$ cat src/rtl/regfile_mp_sb.sv
// Multi-port register file with per-register busy scoreboard; x0 reads zero and is never busy.
// Reads are combinational (optional same-cycle write bypass), writes/alloc commit on clk; no backpressure.
module regfile_mp_sb #(
    parameter int XLEN   = 32,
    parameter int NREG   = 32,
    parameter int NRD    = 2,
    parameter int NWR    = 1,
    parameter int BYPASS = 1,
    localparam int AW    = $clog2(NREG)
) (
    input  logic                 clk,
    input  logic                 rst_n,
    input  logic [NRD*AW-1:0]    rd_addr_i,
    output logic [NRD*XLEN-1:0]  rd_data_o,
    output logic [NRD-1:0]       rd_busy_o,
    input  logic [NWR-1:0]       wr_en_i,
    input  logic [NWR*AW-1:0]    wr_addr_i,
    input  logic [NWR*XLEN-1:0]  wr_data_i,
    input  logic                 alloc_en_i,
    input  logic [AW-1:0]        alloc_addr_i,
    output logic [NREG-1:0]      busy_vec_o
);

    logic [XLEN-1:0] regs_q [NREG];
    logic [NREG-1:0] busy_q;
    logic [NREG-1:0] busy_d;

    // Lanes are visited in ascending order so the highest index lands last.
    always_ff @(posedge clk or negedge rst_n) begin
        if (!rst_n) begin
            for (int r = 0; r < NREG; r++) begin
                regs_q[r] <= '0;
            end
            busy_q <= '0;
        end else begin
            for (int w = 0; w < NWR; w++) begin
                if (wr_en_i[w] && (wr_addr_i[w*AW +: AW] != '0)) begin
                    regs_q[wr_addr_i[w*AW +: AW]] <= wr_data_i[w*XLEN +: XLEN];
                end
            end
            busy_q <= busy_d;
        end
    end

    // A new producer supersedes an older one completing in the same cycle.
    always_comb begin
        busy_d = busy_q;
        for (int w = 0; w < NWR; w++) begin
            if (wr_en_i[w]) begin
                busy_d[wr_addr_i[w*AW +: AW]] = 1'b0;
            end
        end
        if (alloc_en_i) begin
            busy_d[alloc_addr_i] = 1'b1;
        end
        busy_d[0] = 1'b0;
    end

    always_comb begin
        rd_data_o = '0;
        rd_busy_o = '0;
        for (int i = 0; i < NRD; i++) begin
            rd_data_o[i*XLEN +: XLEN] = regs_q[rd_addr_i[i*AW +: AW]];
            rd_busy_o[i]              = busy_q[rd_addr_i[i*AW +: AW]];
            if (BYPASS != 0) begin
                for (int w = 0; w < NWR; w++) begin
                    if (wr_en_i[w] && (wr_addr_i[w*AW +: AW] == rd_addr_i[i*AW +: AW])) begin
                        rd_data_o[i*XLEN +: XLEN] = wr_data_i[w*XLEN +: XLEN];
                        rd_busy_o[i]              = 1'b0;
                    end
                end
            end
            if (rd_addr_i[i*AW +: AW] == '0) begin
                rd_data_o[i*XLEN +: XLEN] = '0;
                rd_busy_o[i]              = 1'b0;
            end
        end
    end

    assign busy_vec_o = busy_q;

endmodule

$ cat config.mk
export PLATFORM = sky130hd
export DESIGN_NAME = regfile_mp_sb
export DESIGN_NICKNAME = d
export VERILOG_FILES = /design/src/rtl/regfile_mp_sb.sv
export SDC_FILE = /design/constraint.sdc
export NUM_CORES = 2
export LEC_CHECK = 0
export ABC_CLOCK_PERIOD_IN_PS = 4300
export BUFFER_PORTS_ARGS = -buffer_cell sky130_fd_sc_hd__clkbuf_2
export CORE_AREA = 2 2 371 263
export CTS_BUF_LIST = sky130_fd_sc_hd__clkbuf_2 sky130_fd_sc_hd__clkbuf_4 sky130_fd_sc_hd__clkbuf_8
export CTS_CLUSTER_SIZE = 10
export DETAILED_ROUTE_END_ITERATION = 12
export DIE_AREA = 0 0 373 265
export GPL_ROUTABILITY_DRIVEN = 1
export PLACE_DENSITY = 0.87
export SYNTH_ARGS = -nofsm -noshare
export SYNTH_HDL_FRONTEND = slang
export SYNTH_SLANG_ARGS = --single-unit
$ cat constraint.sdc
create_clock -name clk -period 4.3 [get_ports clk]
set_input_delay 0.43 -clock clk [delete_from_list [all_inputs] [get_ports clk]]
set_output_delay 0.43 -clock clk [all_outputs]
set_load 0.005 [all_outputs]
==> run_results.csv <==
group,metric,value,unit
outcome,status,"finished, final reports clean",
die,chipHeight,265,um
synth,yosys_warnings,0,
power_and_ir_drop,leakagePower,27.16,nW
cts,clockBufferDepth,3,
cts,cts_tree,"done",
worst_setup_path,crit_end,"rd_data_o[23]",
global_route,grt_usage,38.18,%
worst_setup_path,end_kind,"output port",
routing,drc,0,
worst_setup_path,r2r_end,"busy_vec_o[25]",
sta,final_hold_viol_count,0,
synth,synth-async-reset-ratio,100.0,%
synth,syn_area,0.05684,sq mm
sta,fin_setup_tns,0,ns
global_route,grt_pass1_wl,277000,um
global_route,grt_pass1_vias,41350,
die,design.core.area,0.09521,sq mm
routing,vias,41040,
synth,ys_seq_area_share,46.44,%
power_and_ir_drop,power.density,456.4,mW/mm^2
placed_design,preCtsSetupSlack,0.7412,ns
routing,firstDrtPassIters,7,
finish,fill_cells,6360,
cts,cts_root_buffer,"clkbuf_8",
synth,synth_cell_types,54,
routing,wl,187600,um
synth,synth_cells,3937,
sta,setup_ws,0.5610,ns
power_and_ir_drop,ir_worst_vdd,348.2,uV
synth,synth_seq_cells,1055,
worst_setup_path,cp_max_fo,3,
worst_setup_path,arrival,3.31,ns
die,io_pins,154,
cts,clk_latency,0.88,ns
finish,drive_gt1_share,50.54,%
placed_design,dp_hpwl,111000,um
global_route,grt_max_degree,103,
sta,finalCriticalPeriod,3.739,ns
cts,htreeDepth,4,
sta,slew_headroom,11.17,%
placed_design,routabilityCongestion,0.9830,
worst_hold_path,hp-class,"in2async",
synth,synth_top_cell_by_area,"dfrtp_1",
finish,layout.nets,4004,
cts,clkTransAtPathRegs,0.07,ns
placed_design,port_buffers,152,
cts,cts.sink_count,1055,
routing,ant_nets,0,
synth,avgSynthCellArea,14.44,sq um
die,rows,95,
cts,cts_resized,0,
die,die_x,373,um
finish,area_growth,9.964,%
cts,post_cts_buffers,0,
worst_setup_path,reg2regPathDepth,3,
sta,clock_skew,0,ns
die,fp.dieArea,0.09885,sq mm
worst_setup_path,startpoint_type,"flip-flop",
sta,finalCritPeriodShare,86.95,%
synth,synth-edff-count,0,
global_route,globalRouteOverflowTotal,0,
die,start_util,59.70,%
worst_setup_path,setup.worst_path.start,"regs_q[55]",
worst_setup_path,critPathKind,"reg2out",
synth,synth.area.top_cells,"dfrtp_1, mux2_2, mux4_2, mux2i_1, a221oi_1",
worst_setup_path,cp.required,3.87,ns
sta,worst_pin_slew,1.328,ns
sta,drv_slew,0,
synth,synthFlopType,"dfrtp_1",
worst_setup_path,r2r_slack,3.01,ns
flow_run,maxCapViolCount,0,
sta,setup_violations,0,
sta,fmax,267.5,MHz
worst_setup_path,r2r_start,"busy_vec_o[25]",
global_route,antenna_found_initial,18,
synth,synth_top_area_share,46.44,%
synth,syn_nets,3993,
sta,rsz0062_at_grt,"false",
routing,drt_iter0_drc,6861,
cts,cts-buffers-inserted,152,
routing,routedWlPerCell,35.11,um
routing,via_per_inst,7.679,
## layout make-up
| class | instances | area, sq um | share of cell area, % |
|---|---|---|---|
| multi-input combinational | 2427 | 28560 | 45.69 |
| sequential | 1055 | 26400 | 42.23 |
| clock buffer | 248 | 3119 | 4.990 |
| timing repair buffer | 307 | 2594 | 4.149 |
| tap | 1261 | 1578 | 2.524 |
| clock inverter | 26 | 202.7 | 0.3243 |
| antenna | 15 | 37.54 | 0.06005 |
| inverter | 5 | 18.77 | 0.03002 |
## critical path, stage by stage (launching register included)
cell and delay, ns:
dfrtp_1 0.41, mux4_2 0.49, mux4_2 0.51, a22oi_1 0.46, o2bb2ai_1 0.33, clkbuf_2 0.19
## sequential cells by signal (all words and copies together) (netlist names)
signal      flops
regs_q       1024
busy_vec_o     31
## what timing repair did
item | CTS | global route
endpoints found under the setup margin | 0 | 0
hold buffers | 12 | 0
hold endpoints to repair | 119 | 0
## how the worst min path moves through the flow
stage / cells after the start / slack (ns) / endpoint / start
3_5_place_dp: 0 / 0.38 / regs_q[1011] / regs_q[1011]
2_1_floorplan: 0 / 0.13 / busy_vec_o[10] / rst_n
4_1_cts: 2 / 0.12 / regs_q[91] / rst_n
6_report: 2 / 0.15 / regs_q[123] / rst_n
5_1_grt: 3 / 0.20 / regs_q[907] / wr_data_i[11]
3_3_place_gp: 0 / 0.38 / regs_q[1015] / regs_q[1015]
## metal layers
metal  vias to the layer above  track usage [%]  wire length, um
met1                     21130            51.00            67330
met4                        16            21.06            11320
met5                         -                0              145
li1                      15360                -                -
met3                       850            17.93            31800
met2                      3688            51.48            77060
## cells in the final DEF (no fill, tap or decap), types with 14 or more instances in the layout
cell,n
nor2_1,18
o211ai_1,34
diode_2,15
buf_4,100
clkbuf_4,47
mux4_2,436
o21ai_0,82
nand2_1,62
clkbuf_2,143
a22o_1,15
clkbuf_8,201
a21oi_1,123
nor2b_1,15
a211oi_1,31
a22oi_1,20
clkinv_2,16
nand3_1,18
and2_1,15
a31oi_1,17
mux2i_1,251
a221oi_1,107
nor2_4,19
a32o_1,44
dfrtp_1,1055
nand2_2,14
buf_12,46
mux2_2,993
## power breakdown
part	leakage [nW]	internal, mW	switching [mW]
clock network	1.76	4.70	4.16
registers	13.5	11.8	1.55
logic	11.9	3.56	2.73
total	27.2	20.1	8.44
## cells in the mapped netlist, types with 20 or more instances
cell / n
buf_2: 92
mux4_2: 436
a21oi_1: 123
a32o_1: 44
a22oi_1: 20
dfrtp_1: 1055
buf_1: 59
nor2_1: 41
o21ai_0: 82
a211oi_1: 31
mux2i_1: 251
buf_4: 26
clkbuf_1: 248
mux2_2: 993
o211ai_1: 34
buf_6: 23
a221oi_1: 107
nand2_1: 77
## per-stage QoR
step / power, mW / cells / cell area, sq um / util, % / hold WS, ns
after floorplan: 17.40 / 3937 / 56840 / - / 0.1344
after global placement: 19.11 / 5043 / 59030 / 62.00 / 0.3765
after detailed placement: 19.52 / 5043 / 59030 / 62.00 / 0.3838
after CTS: 28.26 / 5329 / 62470 / 65.61 / 0.1209
after global routing: 29.43 / 5337 / 62490 / 65.64 / 0.2027
final: 28.53 / 5344 / 62510 / 65.65 / 0.1515
## logic make-up after synthesis
family / count (synthesis) / share of synthesized area [%]
AND/OR/NAND/NOR: 222 / 1.933
buffers and inverters: 455 / 3.731
multiplexers: 1680 / 41.37
other: 1 / 0.006597
XOR/XNOR: 10 / 0.1541
AO/OA/AOI/OAI: 514 / 6.368
flip-flops: 1055 / 46.44
No activity file was read; power rests on OpenSTA's default activity.
